[src/rtl/data_island_scheduler.sv]
// data_island_scheduler
//   Picks the packet that fills each HDMI data-island slot. Audio samples have
//   the highest priority, then ACR, then the AVI, Audio and SPD InfoFrames.
//   When nothing is pending the slot carries a null packet. The chosen header
//   and subpackets are registered once per slot.
//
// Ports
//   clk_pixel          pixel clock (sole clock)
//   reset              synchronous, active-high reset
//   frame_start        one-cycle pulse at the start of each video frame
//   packet_enable      one-cycle pulse at the start of each packet slot
//   sample_valid       audio sample packet available (level)
//   acr_req            one-cycle ACR request pulse
//   *_header / *_sub   header (24b) and four 56b subpackets per source
//   sample_ack         sample packet taken this slot (combinational)
//   header / sub       registered packet for the current slot
//   packet_type        header[7:0]; 0x00 is the null packet
//   infoframe_missed   a frame started with an InfoFrame still unsent
module data_island_scheduler #(
   parameter int unsigned SPD_FRAMES = 1
) (
   input  logic              clk_pixel,
   input  logic              reset,
   input  logic              frame_start,
   input  logic              packet_enable,
   input  logic              sample_valid,
   input  logic              acr_req,
   input  logic [23:0]       sample_header,
   input  logic [3:0][55:0]  sample_sub,
   input  logic [23:0]       acr_header,
   input  logic [3:0][55:0]  acr_sub,
   input  logic [23:0]       avi_header,
   input  logic [3:0][55:0]  avi_sub,
   input  logic [23:0]       aif_header,
   input  logic [3:0][55:0]  aif_sub,
   input  logic [23:0]       spd_header,
   input  logic [3:0][55:0]  spd_sub,
   output logic              sample_ack,
   output logic [23:0]       header,
   output logic [3:0][55:0]  sub,
   output logic [7:0]        packet_type,
   output logic              infoframe_missed
);

   localparam logic [7:0] FCNT_LAST = 8'(SPD_FRAMES - 1);

   typedef enum logic [2:0] {
      SRC_NONE,
      SRC_NULL,
      SRC_SAMPLE,
      SRC_ACR,
      SRC_AVI,
      SRC_AIF,
      SRC_SPD
   } src_t;

   logic       avi_p, aif_p, spd_p, acr_p;
   logic [7:0] fcnt;
   src_t       sel;

   logic             g_acr, g_avi, g_aif, g_spd;
   logic [23:0]      sel_header;
   logic [3:0][55:0] sel_sub;

   // Slot arbitration; SRC_NONE means no slot starts this cycle.
   always_comb begin
      sel = SRC_NONE;
      if (packet_enable && !reset) begin
         if (sample_valid)          sel = SRC_SAMPLE;
         else if (acr_p || acr_req) sel = SRC_ACR;
         else if (avi_p)            sel = SRC_AVI;
         else if (aif_p)            sel = SRC_AIF;
         else if (spd_p)            sel = SRC_SPD;
         else                       sel = SRC_NULL;
      end
   end

   always_comb begin
      sel_header = '0;
      sel_sub    = '0;
      case (sel)
         SRC_SAMPLE: begin sel_header = sample_header; sel_sub = sample_sub; end
         SRC_ACR:    begin sel_header = acr_header;    sel_sub = acr_sub;    end
         SRC_AVI:    begin sel_header = avi_header;    sel_sub = avi_sub;    end
         SRC_AIF:    begin sel_header = aif_header;    sel_sub = aif_sub;    end
         SRC_SPD:    begin sel_header = spd_header;    sel_sub = spd_sub;    end
         default:    begin sel_header = '0;            sel_sub = '0;         end
      endcase
   end

   assign g_acr      = (sel == SRC_ACR);
   assign g_avi      = (sel == SRC_AVI);
   assign g_aif      = (sel == SRC_AIF);
   assign g_spd      = (sel == SRC_SPD);
   assign sample_ack = (sel == SRC_SAMPLE);

   assign packet_type = header[7:0];

   always_ff @(posedge clk_pixel) begin
      if (reset) begin
         avi_p            <= 1'b0;
         aif_p            <= 1'b0;
         spd_p            <= 1'b0;
         acr_p            <= 1'b0;
         fcnt             <= '0;
         header           <= '0;
         sub              <= '0;
         infoframe_missed <= 1'b0;
      end else begin
         if (sel != SRC_NONE) begin
            header <= sel_header;
            sub    <= sel_sub;
         end

         // A grant served by this cycle's request leaves nothing pending; a
         // grant served by an older request keeps a coincident new one.
         if (g_acr) acr_p <= acr_p & acr_req;
         else       acr_p <= acr_p | acr_req;

         // frame_start sets win over a coincident grant: the grant consumed
         // the previous frame's flag, the set belongs to the new frame.
         avi_p <= frame_start | (avi_p & ~g_avi);
         aif_p <= frame_start | (aif_p & ~g_aif);
         spd_p <= (frame_start && fcnt == '0) | (spd_p & ~g_spd);

         infoframe_missed <= frame_start &
                             ((avi_p & ~g_avi) | (aif_p & ~g_aif) | (spd_p & ~g_spd));

         if (frame_start) begin
            if (fcnt >= FCNT_LAST) fcnt <= '0;
            else                   fcnt <= fcnt + 8'd1;
         end
      end
   end

endmodule

[config.mk]
export PLATFORM = sky130hd
export DESIGN_NAME = data_island_scheduler
export DESIGN_NICKNAME = d
export VERILOG_FILES = /design/src/rtl/data_island_scheduler.sv
export SDC_FILE = /design/constraint.sdc
export NUM_CORES = 1
export LEC_CHECK = 0
export ABC_AREA = 1
export BUFFER_PORTS_ARGS = -buffer_cell sky130_fd_sc_hd__buf_4
export CAP_MARGIN = 20
export CORE_AREA = 2 2 581 583
export DETAILED_ROUTE_END_ITERATION = 12
export DIE_AREA = 0 0 583 585
export PLACE_DENSITY_LB_ADDON = 0.2
export SYNTH_ARGS = -nofsm -noshare
export SYNTH_HDL_FRONTEND = slang
export SYNTH_SLANG_ARGS = --single-unit
export TNS_END_PERCENT = 20
[constraint.sdc]
create_clock -name clk_pixel -period 1.52 [get_ports clk_pixel]
set_input_delay 0.152 -clock clk_pixel [delete_from_list [all_inputs] [get_ports clk_pixel]]
set_output_delay 0.152 -clock clk_pixel [all_outputs]
set_load 0.01 [all_outputs]
==> summary.md, run 1 <==
| Metric | Value |
|---|---|
| Routed WL | `270000 um` |
| Violated checks | `setup timing` |
| RePlAce Congestion | `0.953` |
| Vias in the first global route | `36500` |
| Worst slew margin | `30.0%` |
| CTS root buffer | `clkbuf_16` |
| Path depth of the worst reg2reg path | `13` |
| Fill cell count | `38600` |
| Initial antenna violation count | `131` |
| Chip height | `585 um` |
| Largest net degree at the start of global routing | `99` |
| Drt pass-1 iters | `5` |
| Total track usage | `14.7%` |
| IO Port Bufs | `1503` |
| H-tree level count | `2` |
| P_int | `19.2 mW` |
| Worst Tran Pin Value | `1.05 ns` |
| Synthesized netlist net count | `4490` |
| Clock Skew | `0.0253 ns` |
| Post-synthesis area per instance | `5.58 um^2` |
| Synth Cell Area | `18100 um^2` |
| Clk pwr share | `37.1%` |
| PD cells | `537 nW/um^2` |
| CP endpoint kind | `flop` |
| Clock Sinks | `253` |
| Yosys reg bits | `253` |
| Synthesis-to-layout area growth | `200%` |
| Iteration-0 DRC Markers | `1897` |
| Worst min-delay path class | `primary input to flop` |
| Sw Pwr | `9.96 mW` |
| Most common cell in the synthesized netlist | `nand2_1` |
| Top cell type's share of synthesized area | `31.6%` |
| Startpoint class of the critical path | `flop` |
| Detailed placement HPWL | `219000 um` |
| Clk_lat worst skew | `0.67 ns` |
| Library cells used by synthesis | `22` |
| Warnings, synthesis | `0` |
| Setup violators final | `261` |
| DP Worst Slack | `-0.867 ns` |
| Clock transition at the registers of the reported paths | `0.06 ns` |
| Multi-input gate area | `12800 um^2` |
| FFs w/ async S/R, synth | `0%` |
| Die Wd | `583 um` |
| Max Freq | `0.453 GHz` |
| Final setup margin | `-0.690 ns` |
| Worst EP arrival | `2.79 ns` |
| Seq. cell area | `5080 um^2` |
| Period utilization | `145%` |
| Grt ovf | `0` |
| Hold Violations, Final | `0` |
| Combinational fraction of design power | `37.4%` |
| Nets | `7375` |
| Post-synth EDFFs | `0` |
| WS Path Type | `flop to flop` |
| Synth top cells by count | `nand2_1 (1523), nand4_1 (406), dfxtp_1 (253)` |
| Unrepaired setup endpoints after global routing | `true` |
| Routed len/inst | `25.4 um` |
| Critical path peak fanout | `8` |
| Layout cell share with drive strength beyond 1 | `37.5%` |
| Largest cells by area after synthesis | `nand2_1 (32%), dfxtp_1 (28%), nand4_1 (14%)` |
| Leakage | `25.1 nW` |
| Top FF cell, synth | `dfxtp_1` |
| Status | `finished, violations left` |
| Sequential area share after synthesis | `28.0%` |
| Sequential share of power | `25.5%` |
| Final count of pins violating max slew | `0` |
| Vias per inst | `3.34` |
| CTS max path bufs | `3` |
| Top Ports | `1504` |
| Net switching fraction of the power | `34.2%` |
| Worst hold path cell count | `6` |
| CTS tree | `built` |
| Max_cap viols | `0` |
| ANT nets after route | `0` |
| Post-synth top area cell | `nand2_1` |
| CTS Buf Count | `43` |
| Final Power | `29.1 mW` |
| Die area | `341000 um^2` |
| Row cnt | `213` |
| Final min period | `2.21 ns` |
| First-pass GRT wire length | `338000 um` |
| Max VDD drop | `0.699 mV` |
| Req. time, crit path | `2.10 ns` |
| Via Count | `35500` |
| Drc violations | `0` |
| Core ar. | `335000 um^2` |
| Mapped Cells | `3244` |
| Initial Utilization | `5.40%` |
sequential cells by signal, summed over array words and instances, names as in the netlist:
| name | flops |
|---|---|
| sub | 224 |
| header | 24 |
| acr_p | 1 |
| aif_p | 1 |
| avi_p | 1 |
| infoframe_missed | 1 |
| spd_p | 1 |
cell type report:
type                    count  share of cell area [%]
multi-input cells        2606                    23.7
clock buffers              65                    2.39
flip-flops and latches    253                    9.36
clock inverters            10                   0.251
inverters                  99                   0.713
diodes                     65                   0.300
well taps                4407                    10.2
repair buffers           3126                    53.1
final timing paths:
check | start | endpoint | slack, ns
setup / recovery | acr_p | sub[204] | -0.69
setup reg to reg | acr_p | sub[204] | -0.69
hold reg to reg | sub[109] | sub[109] | 0.47
hold / removal | spd_sub[139] | sub[139] | 0.05
repair_timing:
item	in CTS	in global routing
gates resized for setup	187	335
endpoints found under the setup margin	299	278
pin swaps	23	74
gates cloned	18	27
hold buffers	1181	6
setup buffers	37	63
endpoints found under the hold margin	253	5
metrics by stage:
step	hold slack [ns]	util [%]	setup TNS [ns]	cells	area (um^2)
after floorplan	0.281	-	-1.45	3244	18200
after global placement	0.386	10.9	-145.56	9170	36700
after detailed placement	0.385	10.9	-137.43	9170	36700
after CTS	-0.00897	15.4	-149.02	10500	51500
after global routing	0.0106	16.2	-177.10	10600	54200
final	0.0509	16.2	-147.64	10600	54200
logic make-up (layout without fill, tap and decap cells):
group           after synthesis  after routing  synth area share, %
compound gates              164            164                 4.56
flops                       253            253                 28.0
other cells                   0             65                    0
simple gates               2442           2442                 58.3
buf+inv                     385           3300                 9.21
layout by cell type, fill, tap and decap left out, drive strengths merged, types with 4 or more instances in the layout:
master,synthesis,routed
bufbuf,0,6
clkinv,0,4
nand3,253,253
nor2,256,256
a21oi,160,160
nand4,406,406
inv,99,102
clkbuf,143,90
dlygate4sd3,0,1187
nand2,1526,1526
diode,0,65
buf,143,1908
dfxtp,253,253
critical path, cell delays in order, from the launching register on:
cell and delay, ns:
dfxtp_4 0.36, nor2_4 0.18, buf_6 0.16, nand4_1 0.16, nor2_4 0.20, buf_12 0.15, buf_16 0.16, buf_12 0.14
buf_16 0.14, buf_6 0.12, nand2_4 0.05, nand3_4 0.06, nor2_4 0.04, a21oi_2 0.12
power groups by stage:
stage | Combinational, mW | Sequential [mW] | Clock (mW)
6_report | 10.9 | 7.42 | 10.8
5_1_grt | 11.5 | 7.46 | 11.5
4_1_cts | 10.8 | 7.42 | 11.5
3_5_place_dp | 7.59 | 7.55 | 0
3_3_place_gp | 7.64 | 7.55 | 0
2_1_floorplan | 1.68 | 7.62 | 0
metal layers:
metal	GRT usage, %	vias to the layer above	wire, um	part of all wire, %
met5	0	-	394	0.15
met4	4.17	60	10200	3.8
met3	3.24	386	17000	6.3
met2	26.7	1556	134000	50
met1	17.2	17000	108000	40
li1	-	16500	-	-
No activity file was read; power rests on OpenSTA's default activity.
==> run 2, diff against run 1 <==
--- a/config.mk
+++ b/config.mk
@@ -5,13 +5,13 @@
 export SDC_FILE = /design/constraint.sdc
 export NUM_CORES = 1
 export LEC_CHECK = 0
-export ABC_AREA = 1
+export ABC_AREA = 0
 export BUFFER_PORTS_ARGS = -buffer_cell sky130_fd_sc_hd__buf_4
 export CAP_MARGIN = 20
 export CORE_AREA = 2 2 581 583
 export DETAILED_ROUTE_END_ITERATION = 12
 export DIE_AREA = 0 0 583 585
-export PLACE_DENSITY_LB_ADDON = 0.2
+export PLACE_DENSITY = 0.3
 export SYNTH_ARGS = -nofsm -noshare
 export SYNTH_HDL_FRONTEND = slang
 export SYNTH_SLANG_ARGS = --single-unit
==> summary.md, run 2 <==
| Metric | Value |
|---|---|
| Status | `finished, violations left (unchanged)` |
| Violated checks | `setup timing (unchanged)` |
| Row cnt | `213 (unchanged)` |
| Die Wd | `583 um (unchanged)` |
| Req. time, crit path | `2.11 ns (was 2.10 ns)` |
| Largest registers | `sub x224, header x24 (unchanged)` |
| Most common cell in the synthesized netlist | `dfxtp_1 (was nand2_1)` |
| CTS max path bufs | `3 (unchanged)` |
| Grt ovf | `0 (unchanged)` |
| Period utilization | `126% (was 145%)` |
| Largest cells by area after synthesis | `dfxtp_1 (35%), a221oi_1 (15%), a22oi_1 (13%) (was nand2_1 (32%), dfxtp_1 (28%), nand4_1 (14%))` |
| Most common cell after layout, fill and taps aside | `buf_4 (unchanged)` |
| Die area | `341000 um^2 (unchanged)` |
| Slowest stage cell on the critical path | `dfxtp_2 (was dfxtp_4)` |
| Yosys reg bits | `253 (unchanged)` |
| Hold Violations, Final | `0 (unchanged)` |
| H-tree level count | `2 (unchanged)` |
| Setup violators final | `252 (was 261)` |
| Synth Area in Compound Gates | `39.2% (was 4.56%)` |
| Most flops, register | `sub (unchanged)` |
| Post-synth EDFFs | `0 (unchanged)` |
| Top FF cell, synth | `dfxtp_1 (unchanged)` |
| Synth Cell Area | `14300 um^2 (was 18100 um^2)` |
| WS Path Type | `flop to flop (unchanged)` |
| Largest net degree at the start of global routing | `92 (was 99)` |
| Drt pass-1 iters | `5 (unchanged)` |
| FFs w/ async S/R, synth | `0% (unchanged)` |
| Detailed placement HPWL | `246000 um (was 219000 um)` |
| PD cells | `599 nW/um^2 (was 537 nW/um^2)` |
| Commonest non-fill, non-tap cells in the layout | `buf_4 (1634), dlygate4sd3_1 (1222), dfxtp_1 (251) (was buf_4 (1745), nand2_1 (1378), dlygate4sd3_1 (1187))` |
| Clock transition at the registers of the reported paths | `0.06 ns (about the same)` |
| Max FFs per register | `224 (unchanged)` |
| Drc violations | `0 (unchanged)` |
| Core ar. | `335000 um^2 (unchanged)` |
| CTS root buffer | `clkbuf_16 (unchanged)` |
| Synthesized netlist net count | `3000 (was 4490)` |
| Mapped Cells | `1754 (was 3244)` |
| Clk_lat worst skew | `0.66 ns (was 0.67 ns)` |
| P_int | `19.0 mW (was 19.2 mW)` |
| Sequential share of power | `26.0% (was 25.5%)` |
| Warnings, synthesis | `0 (unchanged)` |
| Max VDD drop | `0.782 mV (was 0.699 mV)` |
| CP Cell Sequence | `or2_4, buf_4, nor4_4, buf_4, buf_16, clkbuf_16, a22oi_1, a31oi_1 (was nor2_4, buf_6, nand4_1, nor2_4, buf_12, buf_16, buf_12, buf_16, buf_6, nand2_4, nand3_4, nor2_4, a21oi_2)` |
| Worst slew margin | `41.0% (was 30.0%)` |
| Worst min-delay path class | `primary input to flop (unchanged)` |
| Worst EP arrival | `2.49 ns (was 2.79 ns)` |
| Sequential area share after synthesis | `35.4% (was 28.0%)` |
| Unrepaired setup endpoints after global routing | `true (unchanged)` |
| ANT nets after route | `0 (unchanged)` |
| Critical path peak fanout | `18 (was 8)` |
| M1 wire length | `111000 um (was 108000 um)` |
| RePlAce Congestion | `0.920 (was 0.953)` |
| Fill cell count | `38400 (was 38600)` |
| Post-synth top area cell | `dfxtp_1 (was nand2_1)` |
| Metal2 WL | `136000 um (was 134000 um)` |
| Cell mode on critical path | `buf_4 (was nor2_4)` |
| Post-synthesis area per instance | `8.16 um^2 (was 5.58 um^2)` |
| Mux cell area share after synthesis | `0% (unchanged)` |
| Nets | `5778 (was 7375)` |
| Routed len/inst | `31.5 um (was 25.4 um)` |
| Dpl cell area | `32300 um^2 (was 36700 um^2)` |
| Leakage | `19.2 nW (was 25.1 nW)` |
| CTS tree | `built (unchanged)` |
| Max Freq | `0.524 GHz (was 0.453 GHz)` |
| Initial antenna violation count | `254 (was 131)` |
| Library cells used by synthesis | `26 (was 22)` |
| Via Count | `29800 (was 35500)` |
| Largest family of logic cells by synthesized area | `compound AO/OA/AOI/OAI gates (was simple AND/OR/NAND/NOR gates)` |
| Clock Sinks | `253 (unchanged)` |
| Met3 wire length | `24900 um (was 17000 um)` |
| Final count of pins violating max slew | `0 (unchanged)` |
| Simple-gate share of the synthesized area | `18.5% (was 58.3%)` |
| Final min period | `1.91 ns (was 2.21 ns)` |
| Net switching fraction of the power | `33.1% (was 34.2%)` |
| Sw Pwr | `9.42 mW (was 9.96 mW)` |
| Layout cell share with drive strength beyond 1 | `40.7% (was 37.5%)` |
| Total track usage | `15.8% (was 14.7%)` |
| First-pass GRT wire length | `348000 um (was 338000 um)` |
| Final setup margin | `-0.388 ns (was -0.690 ns)` |
| Synth top cells by count | `dfxtp_1 (253), nand2_1 (250), a31oi_1 (249), and3_1 (249) (was nand2_1 (1523), nand4_1 (406), dfxtp_1 (253))` |
| Max Used Layer | `met5 (unchanged)` |
| Vias per inst | `3.28 (was 3.34)` |
| Top cell type's share of synthesized area | `35.4% (was 31.6%)` |
| Clk pwr share | `39.0% (was 37.1%)` |
| Worst Tran Pin Value | `0.885 ns (was 1.05 ns)` |
| CTS Buf Count | `43 (unchanged)` |
| Routed WL | `286000 um (was 270000 um)` |
| Post-layout util | `14.2% (was 16.2%)` |
| Max_cap viols | `0 (unchanged)` |
| Initial Utilization | `4.27% (was 5.40%)` |
| Xor/xnor share of the synthesized area | `0% (unchanged)` |
| Combinational fraction of design power | `35.0% (was 37.4%)` |
| Final Power | `28.5 mW (was 29.1 mW)` |
| Crit-path max cell delay | `0.33 ns (was 0.36 ns)` |
| CP endpoint kind | `flop (unchanged)` |
| Iteration-0 DRC Markers | `1673 (was 1897)` |
| Chip height | `585 um (unchanged)` |
| Design Area, Final | `47500 um^2 (was 54200 um^2)` |
| Clock Skew | `0.0283 ns (was 0.0253 ns)` |
| Post-Synth Adder-Cell Area | `0.0699% (was 0%)` |
| Top Ports | `1504 (unchanged)` |
| Synthesis-to-layout area growth | `232% (was 200%)` |
| IO Port Bufs | `1503 (unchanged)` |
| Vias in the first global route | `30900 (was 36500)` |
| Startpoint class of the critical path | `flop (unchanged)` |
## run 2: changes by cell type after synthesis, moves of 5 or more
cell      previous run  this run
nand2_1           1523       250
nand4_1            406         0
nand3_1            252         1
and3_1               0       249
a221oi_1             0       248
a22oi_1              0       248
a31oi_1              1       249
nor2_1             250         7
a21oi_1            160         3
inv_1               96         1
buf_2              105        71
buf_1               18         2
buf_4               16         9
clkbuf_1           143       148
## run 2: critical path: cells and delay by family, from the launching register on
kind	cells	cell delay, ns
flip-flops	1	0.33
buffers and inverters	4	0.75
AND/OR/NAND/NOR	2	0.41
AO/OA/AOI/OAI	2	0.22
## run 2: logic make-up (layout without fill, tap and decap cells)
family	count (synthesis)	count (layout)
AO/OA/AOI/OAI	748	748
adder cells (fa/ha/maj)	1	1
buffers and inverters	231	3039
flip-flops	253	253
other	0	116
AND/OR/NAND/NOR	521	521
## run 2: metrics by stage
step                      TNS, ns  hold slack, ns  worst slack [ns]  instances
after floorplan            -53.57           0.269            -0.227       1754
after global placement    -132.38           0.408            -0.673       7631
after detailed placement  -133.92           0.413            -0.656       7631
after CTS                  -71.79         0.00328            -0.355       8955
after global routing       -94.21          0.0388            -0.442       9021
final                      -73.20          0.0667            -0.388       9085
## run 2: timing repair
| item | CTS | global route |
|---|---|---|
| hold buffers | 1222 | 0 |
| pin swaps | 123 | 20 |
| setup endpoints to repair | 336 | 300 |
| gates resized for setup | 85 | 16 |
| buffers inserted | 18 | 8 |
| cloned | 9 | 8 |
| endpoints found under the hold margin | 253 | 0 |
## run 2: path summary, 6_finish.rpt
| check | startpoint | endpoint | slack [ns] | depth (start not counted) |
|---|---|---|---|---|
| max | acr_p | sub[104] | -0.39 | 8 |
| min | sample_sub[21] | sub[21] | 0.07 | 4 |
| max reg2reg | acr_p | sub[104] | -0.39 | 8 |
| min reg2reg | sub[114] | sub[114] | 0.58 | 2 |
## run 2: area by class of cell
class / count / area (um^2) / area share, %
multi-input cells: 1270 / 8510 / 17.9
well taps: 4407 / 5510 / 11.6
clock buffers: 66 / 1310 / 2.75
diodes: 116 / 290 / 0.611
inverters: 1 / 3.75 / 0.00790
clock inverters: 9 / 163 / 0.342
repair buffers: 2963 / 26600 / 56.1
flip-flops and latches: 253 / 5070 / 10.7
## run 2: power groups by stage
stage / registers, mW / clock network [mW] / logic [mW]
after global routing: 7.44 / 11.7 / 10.5
after global placement: 7.54 / 0 / 6.69
after detailed placement: 7.54 / 0 / 6.70
final: 7.40 / 11.1 / 9.95
after CTS: 7.40 / 11.6 / 10.2
after floorplan: 7.54 / 0 / 1.26
## run 2: per-layer routing
layer	track usage, %	up-vias
met2	27.1	1802
met5	0	-
met4	6.05	136
met3	5.54	569
met1	18.0	14400
li1	-	12900
